===== src/rtl/cache_sa_wb.sv =====
// Set-associative write-back / write-allocate cache with LRU replacement and a miss FSM.
// Optional hit/miss counters are compiled in when CACHE_STATS_EN is defined.
module cache_sa_wb #(
  parameter int ADDR_W      = 10,
  parameter int BLOCK_BYTES = 16,
  parameter int NUM_SETS    = 4,
  parameter int WAYS        = 2
) (
  input  logic                     clk,
  input  logic                     rst,
  input  logic                     cpu_req_valid,
  output logic                     cpu_req_ready,
  input  logic                     cpu_req_we,
  input  logic [ADDR_W-1:0]        cpu_req_addr,
  input  logic [7:0]               cpu_req_wdata,
  output logic                     cpu_resp_valid,
  output logic [7:0]               cpu_resp_rdata,
  output logic                     cpu_resp_hit,
  output logic                     mem_req_valid,
  input  logic                     mem_req_ready,
  output logic                     mem_req_we,
  output logic [ADDR_W-1:0]        mem_req_addr,
  output logic [BLOCK_BYTES*8-1:0] mem_req_wdata,
  input  logic                     mem_resp_valid,
  input  logic [BLOCK_BYTES*8-1:0] mem_resp_rdata
`ifdef CACHE_STATS_EN
  ,
  output logic [31:0]              stat_hits,
  output logic [31:0]              stat_misses
`endif
);

  localparam int OFF_W = $clog2(BLOCK_BYTES);
  localparam int IDX_W = $clog2(NUM_SETS);
  localparam int TAG_W = ADDR_W - OFF_W - IDX_W;
  localparam int BLK_W = BLOCK_BYTES * 8;

  typedef enum logic [2:0] {
    IDLE,
    LOOKUP,
    WB_REQ,
    FILL_REQ,
    FILL_WAIT
  } state_t;

  state_t state, state_nxt;

  logic [ADDR_W-1:0]   req_addr;
  logic                req_we;
  logic [7:0]          req_wdata;
  logic                miss_flag;
  logic                victim_q;

  logic [NUM_SETS-1:0] valid_q [WAYS];
  logic [NUM_SETS-1:0] dirty_q [WAYS];
  logic [TAG_W-1:0]    tag_q   [WAYS][NUM_SETS];
  logic [BLK_W-1:0]    data_q  [WAYS][NUM_SETS];
  logic [NUM_SETS-1:0] lru_q;

  logic [OFF_W-1:0]    req_off;
  logic [IDX_W-1:0]    req_idx;
  logic [TAG_W-1:0]    req_tag;

  logic                hit;
  logic                hit_way;
  logic                victim;
  logic                victim_found;
  logic                victim_dirty;
  logic [BLK_W-1:0]    hit_block;
  logic [7:0]          hit_byte;

  assign req_off = req_addr[OFF_W-1:0];
  assign req_idx = req_addr[OFF_W +: IDX_W];
  assign req_tag = req_addr[ADDR_W-1 -: TAG_W];

  always_comb begin
    hit     = 1'b0;
    hit_way = 1'b0;
    for (int unsigned w = 0; w < WAYS; w++) begin
      if (valid_q[w][req_idx] && (tag_q[w][req_idx] == req_tag)) begin
        hit     = 1'b1;
        hit_way = 1'(w);
      end
    end
  end

  // Invalid ways are filled before anything is evicted; way 0 is preferred.
  always_comb begin
    victim       = (WAYS == 2) ? lru_q[req_idx] : 1'b0;
    victim_found = 1'b0;
    for (int unsigned w = 0; w < WAYS; w++) begin
      if (!victim_found && !valid_q[w][req_idx]) begin
        victim       = 1'(w);
        victim_found = 1'b1;
      end
    end
  end

  assign victim_dirty = valid_q[victim][req_idx] && dirty_q[victim][req_idx];
  assign hit_block    = data_q[hit_way][req_idx];
  assign hit_byte     = hit_block[{req_off, 3'b000} +: 8];

  always_ff @(posedge clk) begin
    if (rst) begin
      state <= IDLE;
    end else begin
      state <= state_nxt;
    end
  end

  always_comb begin
    state_nxt = state;
    case (state)
      IDLE:      if (cpu_req_valid) state_nxt = LOOKUP;
      LOOKUP: begin
        if (hit)               state_nxt = IDLE;
        else if (victim_dirty) state_nxt = WB_REQ;
        else                   state_nxt = FILL_REQ;
      end
      WB_REQ:    if (mem_req_ready)  state_nxt = FILL_REQ;
      FILL_REQ:  if (mem_req_ready)  state_nxt = FILL_WAIT;
      FILL_WAIT: if (mem_resp_valid) state_nxt = LOOKUP;
      default:   state_nxt = IDLE;
    endcase
  end

  // Outputs are forced low while rst is high so an aborted request is never seen as a handshake.
  always_comb begin
    cpu_req_ready  = 1'b0;
    cpu_resp_valid = 1'b0;
    cpu_resp_rdata = '0;
    cpu_resp_hit   = 1'b0;
    mem_req_valid  = 1'b0;
    mem_req_we     = 1'b0;
    mem_req_addr   = '0;
    mem_req_wdata  = '0;
    if (!rst) begin
      case (state)
        IDLE: cpu_req_ready = 1'b1;
        LOOKUP: begin
          if (hit) begin
            cpu_resp_valid = 1'b1;
            cpu_resp_hit   = !miss_flag;
            if (!req_we) cpu_resp_rdata = hit_byte;
          end
        end
        WB_REQ: begin
          mem_req_valid = 1'b1;
          mem_req_we    = 1'b1;
          mem_req_addr  = {tag_q[victim_q][req_idx], req_idx, {OFF_W{1'b0}}};
          mem_req_wdata = data_q[victim_q][req_idx];
        end
        FILL_REQ: begin
          mem_req_valid = 1'b1;
          mem_req_addr  = {req_tag, req_idx, {OFF_W{1'b0}}};
        end
        default: ;
      endcase
    end
  end

  always_ff @(posedge clk) begin
    if (rst) begin
      for (int unsigned w = 0; w < WAYS; w++) begin
        valid_q[w] <= '0;
        dirty_q[w] <= '0;
      end
      lru_q     <= '0;
      miss_flag <= 1'b0;
      victim_q  <= 1'b0;
      req_addr  <= '0;
      req_we    <= 1'b0;
      req_wdata <= '0;
`ifdef CACHE_STATS_EN
      stat_hits   <= '0;
      stat_misses <= '0;
`endif
    end else begin
      case (state)
        IDLE: begin
          if (cpu_req_valid) begin
            req_addr  <= cpu_req_addr;
            req_we    <= cpu_req_we;
            req_wdata <= cpu_req_wdata;
            miss_flag <= 1'b0;
          end
        end
        LOOKUP: begin
          if (hit) begin
            if (req_we) begin
              data_q[hit_way][req_idx][{req_off, 3'b000} +: 8] <= req_wdata;
              dirty_q[hit_way][req_idx] <= 1'b1;
            end
            if (WAYS == 2) lru_q[req_idx] <= ~hit_way;
`ifdef CACHE_STATS_EN
            if (!miss_flag) stat_hits <= stat_hits + 32'd1;
`endif
          end else begin
            miss_flag <= 1'b1;
            victim_q  <= victim;
`ifdef CACHE_STATS_EN
            if (!miss_flag) stat_misses <= stat_misses + 32'd1;
`endif
          end
        end
        FILL_WAIT: begin
          if (mem_resp_valid) begin
            data_q[victim_q][req_idx]  <= mem_resp_rdata;
            tag_q[victim_q][req_idx]   <= req_tag;
            valid_q[victim_q][req_idx] <= 1'b1;
            dirty_q[victim_q][req_idx] <= 1'b0;
          end
        end
        default: ;
      endcase
    end
  end

endmodule


===== config.mk =====
export PLATFORM = sky130hd
export DESIGN_NAME = cache_sa_wb
export DESIGN_NICKNAME = d
export VERILOG_FILES = /design/src/rtl/cache_sa_wb.sv
export SDC_FILE = /design/constraint.sdc
export NUM_CORES = 2
export LEC_CHECK = 0
export CAP_MARGIN = 20
export CORE_AREA = 2 2 366 368
export CTS_BUF_LIST = sky130_fd_sc_hd__clkbuf_8 sky130_fd_sc_hd__clkbuf_16
export CTS_CLUSTER_DIAMETER = 150
export DETAILED_ROUTE_END_ITERATION = 8
export DIE_AREA = 0 0 368 370
export GPL_ROUTABILITY_DRIVEN = 0
export PLACE_DENSITY_LB_ADDON = 0.08
export SYNTH_ARGS = -nofsm -noshare
export SYNTH_HDL_FRONTEND = slang
export SYNTH_SLANG_ARGS = --single-unit

===== constraint.sdc =====
create_clock -name clk -period 3 [get_ports clk]
set_clock_uncertainty 0.1 [all_clocks]
set_input_delay 0.45 -clock clk [delete_from_list [all_inputs] [get_ports clk]]
set_output_delay 0.45 -clock clk [all_outputs]
set_load 0.01 [all_outputs]

# Yosys cells after proc, flatten, opt, wreduce, memory -nomap -nowiden
# Memories as Yosys holds them, arrays and structs flattened. A register that Yosys moved wholly into a read port is not among the register bits.
# Cells that the tools add are included.
[word_totals]
mem_count = 4
out_inout_bits = 151
ff_bits = 28
mem_bits_rw = 1072
word_cells = 152
input_bits = 152
[op_classes]
n_lt_le_gt_ge = 4
n_eq_ne = 11
n_reduce_logical = 20
n_addsub = 1
n_mux = 99
n_shift = 3
bitwise = 3
[mem_list]
columns = ["name", "words", "word_bits", "read_ports", "rd_ports_with_merged_regs", "wr", "line_no", "rtl"]
rows = [
  ["data_q", 2, 512, 2, 1, 1, "57", "logic [BLK_W-1:0] data_q [WAYS][NUM_SETS];"],
  ["tag_q", 2, 16, 3, 1, 1, "56", "logic [TAG_W-1:0] tag_q [WAYS][NUM_SETS];"],
  ["dirty_q", 2, 4, 1, 0, 2, "55", "logic [NUM_SETS-1:0] dirty_q [WAYS];"],
  ["valid_q", 2, 4, 3, 0, 2, "54", "logic [NUM_SETS-1:0] valid_q [WAYS];"],
]
[op_table]
columns = ["op", "count"]
rows = [
  ["$mux 512", 4],
  ["$mux 128", 8],
  ["$bmux 128 s2", 2],
  ["$demux 128 s2", 2],
  ["$reduce_or 512->1", 1],
  ["$shift 8x9->128 const A", 1],
  ["$shiftx 128x8->8", 1],
  ["$shiftx 8x9->128", 1],
  ["$mux 4", 15],
  ["$mux 1", 43],
  ["$mux 8", 4],
  ["$bmux 4 s2", 3],
  ["$pmux 10 s2", 1],
  ["$mux 16", 1],
  ["$pmux 3 s5", 1],
  ["$mux 3", 4],
  ["$reduce_or 4->1", 3],
  ["$bmux 1 s2", 5],
  ["$mux 10", 1],
  ["$ne 2x2->1 const B", 5],
  ["$neg 7->9", 1],
  ["$demux 4 s2", 1],
  ["$eq 4x4->1", 2],
  ["$eq 3x2->1 const B", 2],
  ["other kinds (20)", 29],
]

# Longest topological paths before layout
# An unclocked memory read counts as a cell.
[depth]
word_depth = 16
mapped_depth = 13
depth_no_buf = 8

# Worst setup path before layout
# Ideal clock, no wire load.
[synth_path]
kind = "reg2reg"
start = "reg req_addr[4]"
end = "mem data_q[0][100] (netlist name), enable pin"
period_less_slack_ns = 3.338
required_time_ns = 2.530
arrival_ns = 2.868
setup_ns = 0.370
path_buffers = 3
setup_slack_ns = -0.338
path_stages_with_launch = 12
cell_sequence = "dfxtp_1 buf_6 buf_6 mux4_2 xnor2_2 nand2_2 o22ai_4 nand4b_1 o21ai_1 nand3_1 clkbuf_1 nor2_1"
[synth_via]
elab_chain_cells = 13
elab_cells_between_ends = 33
classes_between = "2 x order compare; 2 x eq/ne; 24 x mux; 1 x bitwise; 4 x reduce/logical"
[synth_rtl]
columns = ["item", "line_no", "rtl"]
rows = [
  ["start: declaration", "48", "logic [ADDR_W-1:0] req_addr;"],
  ["start signal: assignment", "182", "req_addr <= cpu_req_addr;"],
  ["$not 2->3 (not written as such)", "80, 191, 208", ""],
  ["$bmux 4 s2", "80", "if (valid_q[w][req_idx] && (tag_q[w][req_idx] == req_tag)) begin"],
  ["$mux 4 (not written as such) (2 in series)", "80", ""],
  ["$eq 4x4->1", "80", ""],
  ["$logic_and 1x1->1", "80", ""],
  ["$mux 1 (2 in series)", "80", ""],
  ["$mux 1", "189", "if (hit) begin"],
  ["$mux 1", "179", "case (state)"],
  ["$mux 1", "163", "if (rst) begin"],
  ["$mux 512 (not written as such)", "191", "data_q[hit_way][req_idx][{req_off, 3'b000} +: 8] <= req_wdata;"],
  ["$mux 512 (no source line)", "-", ""],
  ["end: declaration", "57", ""],
]
# Parallel ways exist; a longest one is shown, timed or not. The select of a mux whose other input is x is not followed.

# Worst setup path after layout
[layout_path]
start = "reg req_addr[4]"
end = "out cpu_resp_rdata[4]"
[layout_via]
elab_chain_cells = 16
elab_cells_between_ends = 27
classes_between = "2 x eq/ne; 1 x shift; 20 x mux; 1 x bitwise; 2 x reduce/logical; 1 x memory"
[layout_rtl]
columns = ["item", "line_no", "rtl"]
rows = [
  ["$not 2->3 (not written as such)", "80, 100", ""],
  ["$bmux 4 s2", "80", ""],
  ["$mux 4 (not written as such) (2 in series)", "80", ""],
  ["$eq 4x4->1", "80", ""],
  ["$logic_and 1x1->1", "80", ""],
  ["$mux 1", "80", ""],
  ["$mem_v2 2x512", "-", ""],
  ["$bmux 128 s2", "100", "assign hit_block = data_q[hit_way][req_idx];"],
  ["$mux 128 (not written as such) (2 in series)", "100", ""],
  ["$shiftx 128x8->8", "101", "assign hit_byte = hit_block[{req_off, 3'b000} +: 8];"],
  ["$mux 8", "144", "if (!req_we) cpu_resp_rdata = hit_byte;"],
  ["$mux 8 *", "141", "if (hit) begin"],
  ["$mux 8 *", "138", "case (state)"],
  ["$mux 8 *", "137", "if (!rst) begin"],
  ["end: declaration", "17", "output logic [7:0] cpu_resp_rdata,"],
]
# Mark *: on every way between the ends. The rest lies on a longest branch, timed or not. The select of a mux whose other input is x is not followed.

==> flow_summary_export.csv <==
group,metric,value,unit
worst_setup_path,timing.rr.start,"req_addr[4]",
synth,ys_seq_elements,1101,
synth,synth_edf_count,1064,
floorplanning,die_area,136000,sq um
detailed_routing,drc,0,
timing,rsz0062_at_grt,"true",
synth,ys_warn_count,0,
floorplanning,die_w,368,um
power_and_ir_drop,peakVddDrop,476,uV
synth,syn_avg_cell_area,17.0,sq um
worst_setup_path,crit_chain,"mux4_2, xnor2_2, and3_4, buf_12, buf_4, and3_1, a211oi_4, a31oi_2, a221oi_4, o211ai_1, buf_2",
placed_design,hpwl,134000,um
min_path,holdPathEnd,"req_wdata[0]",
timing,setup_viol,1219,
placed_design,dp_slack,-1.77,ns
finish,num-nets-final,4052,
global_routing,grt_antenna_before_repair,7,
worst_setup_path,startpoint_type,"flip-flop",
synth,synth_area_leaders,"edfxtp_1 (61%), mux4_2 (23%), mux2i_1 (3.0%)",
timing,finalHoldViolCount,0,
worst_setup_path,crit_family,"compound AO/OA/AOI/OAI gates",
detailed_routing,first_pass_iters,5,
synth,async_flop_share,0,%
detailed_routing,routed_wl,189000,um
job,max_cap_violations,0,
timing,layout_min_cycle_time,4.55,ns
timing,drv_slew,0,
worst_setup_path,critical-path-max-stage-delay,0.57,ns
min_path,hold_start,"cpu_req_wdata[0]",
cts,clk_path_buf_depth,3,
synth,synth_top_area_share,60.8,%
worst_setup_path,worstPathMaxFanout,7,
detailed_routing,antenna_left,0,
min_path,hold_depth,3,
global_routing,gr-total-overflow,0,
timing,holdWs,0.148,ns
detailed_routing,num_vias,34300,
cts,cts_htree_levels,3,
synth,synthDistinctLibCells,54,
timing,fin_crit_sh,152,%
power_and_ir_drop,p_leak,0.0236,uW
worst_setup_path,crit_arrival,4.00,ns
worst_setup_path,cp.required,2.45,ns
worst_setup_path,timing.rr.end,"data_q[1][278]",
finish,drive_gt1_share,40.5,%
status,status,"finished with violations",
floorplanning,die_height,370,um
synth,synth_top_cell_by_area,"edfxtp_1",
timing,slew_headroom,33.9,%
worst_setup_path,startpoint,"req_addr[4]",
worst_setup_path,criticalPathCategory,"flip-flop to primary output",
floorplanning,rows,134,
floorplanning,placeableCoreArea,132000,sq um
timing,fmax,220,MHz
global_routing,gr-usage-all-layers,27.7,%
cts,clk-insertion-delay-late,0.77,ns
min_path,hp-class,"input port to flip-flop",
cts,tritoncts,"yes",
floorplanning,initial_core_util,39.6,%
synth,synth_flop_cell,"edfxtp_1",
detailed_routing,first_iter_violations,3847,
worst_setup_path,cp_num_cells,11,
cts,cts-buffers-inserted,116,
global_routing,grt_pass1_wl,266000,um
global_routing,grt_pass1_vias,35700,
worst_setup_path,path_buf_inv,3,
cts,cts.sinks,1101,
worst_setup_path,end_kind,"primary output",
worst_setup_path,ff2ff_setup_slack,-0.72,ns
synth,syn_area,52500,sq um
worst_setup_path,cp_slowest_cell,"mux4_2",
power_and_ir_drop,p_per_area,510,nW/um^2
worst_setup_path,rr_worst_depth,15,
synth,syn_inst,3090,
synth,seq_area_frac_synth,62.3,%
timing,setup_ws,-1.55,ns
floorplanning,ios,303,
cts,cts_root_buf,"clkbuf_16",
detailed_routing,viasPerCell,5.95,
detailed_routing,wl_per_cell,32.8,um
global_routing,grt_start_max_net_pins,69,
status,violations,"setup timing",
placed_design,port_buffers,298,
cts,clk_transition_reported_paths,0.06,ns
finish,area_growth_syn_to_layout,31.7,%
timing,tightest_slew,0.981,ns
## where the power goes
group / switching [uW] / internal, uW / total [uW] / leakage, uW
Clock: 6280 / 8110 / 14400 / 0.00190
Combinational: 2300 / 1820 / 4120 / 0.0103
Sequential: 46.5 / 16700 / 16700 / 0.0113
## Yosys cell counts, types with 11 or more instances
cell,number
mux2i_1,158
buf_1,29
a211oi_1,11
a32oi_1,19
buf_2,57
edfxtp_1,1064
mux4_2,531
clkbuf_1,149
nand3_1,52
nand2_1,288
dfxtp_1,37
o21ai_0,58
a21oi_1,50
a22o_1,72
a31oi_1,19
nor2_1,327
nand4_1,20
## through the flow
step           cells  instance area [sq um]  total power, uW  util, %  setup TNS [ns]
4_1_cts         5746                  68400            35400     51.6         -578.11
2_1_floorplan   3093                  53300            18900        -          -41.89
6_report        5771                  69200            35300     52.2         -576.78
5_1_grt         5770                  69200            36300     52.2         -723.34
3_3_place_gp    5473                  63100            20700     47.7         -818.20
3_5_place_dp    5474                  63100            20700     47.7         -805.27
## sequential cells by signal, indices dropped and copies added (netlist names), 3 cells and up, named ones only
name	count
state	3
lru_q	4
data_q	1024
tag_q	32
dirty_q	8
req_wdata	8
req_addr	10
valid_q	8
## how the worst max path moves through the flow
stage               slack, ns                end
detailed placement      -1.77  cpu_resp_rdata[4]
global placement        -1.78  cpu_resp_rdata[4]
finish                  -1.55  cpu_resp_rdata[4]
floorplan                -0.1     data_q[1][336]
CTS                     -1.53  cpu_resp_rdata[2]
global route            -1.57  cpu_resp_rdata[4]
## kinds of logic (layout without fill, tap and decap cells)
| kind of cell | count (synthesis) | in the layout | synth area share, % |
|---|---|---|---|
| XOR/XNOR | 10 | 10 | 0.181 |
| flip-flops | 1101 | 1101 | 62.3 |
| AND/OR/NAND/NOR | 741 | 741 | 5.79 |
| AO/OA/AOI/OAI | 291 | 291 | 3.87 |
| buffers and inverters | 254 | 1161 | 2.04 |
| other | 1 | 7 | 0.00714 |
| adder cells (fa/ha/maj) | 3 | 3 | 0.0715 |
| multiplexers | 689 | 689 | 25.8 |
## cells in the final DEF, fill, tap and decap left out, types with 58 or more instances in the layout
cell type           n
o21ai_0            58
mux4_2            531
mux2i_1           136
nand2_1           280
buf_12            128
nor2_1            212
nor2_4             84
clkdlybuf4s50_1   258
buf_4             403
clkbuf_16         122
a22o_1             72
edfxtp_1         1064
## worst reg2reg max path: cells and delay by family, from the launching register on
kind	cells	cell delay [ns]
DFF	1	0.42
xor gates and xnor gates	1	0.19
muxes	1	0.57
buffers and inverters	7	1.17
and+or+nand+nor	6	1.00
## timing repair
item	CTS	global route
setup buffers	43	17
hold buffers	0	0
pin swaps	18	30
cloned	13	7
resized for setup	328	123
endpoints found under the setup margin	1213	1381
## routing by layer
| layer | track usage [%] | up-vias | part of all wire (%) |
|---|---|---|---|
| met1 | 36.0 | 18200 | 39 |
| met4 | 11.5 | 0 | 4.7 |
| met2 | 46.3 | 1563 | 49 |
| met5 | 0 | - | 0 |
| li1 | - | 14300 | - |
| met3 | 4.63 | 295 | 7.4 |
## cell type report
type | count | area [sq um]
fillers | 10800 | 63300
flip-flops and latches | 1101 | 32700
multi-input cells | 1738 | 20200
repair buffers | 931 | 10200
clock buffers | 119 | 2940
well taps | 1768 | 2210
clock inverters | 102 | 867
inverters | 9 | 33.8
diodes | 3 | 7.51
(Power assumes the default switching activity.)
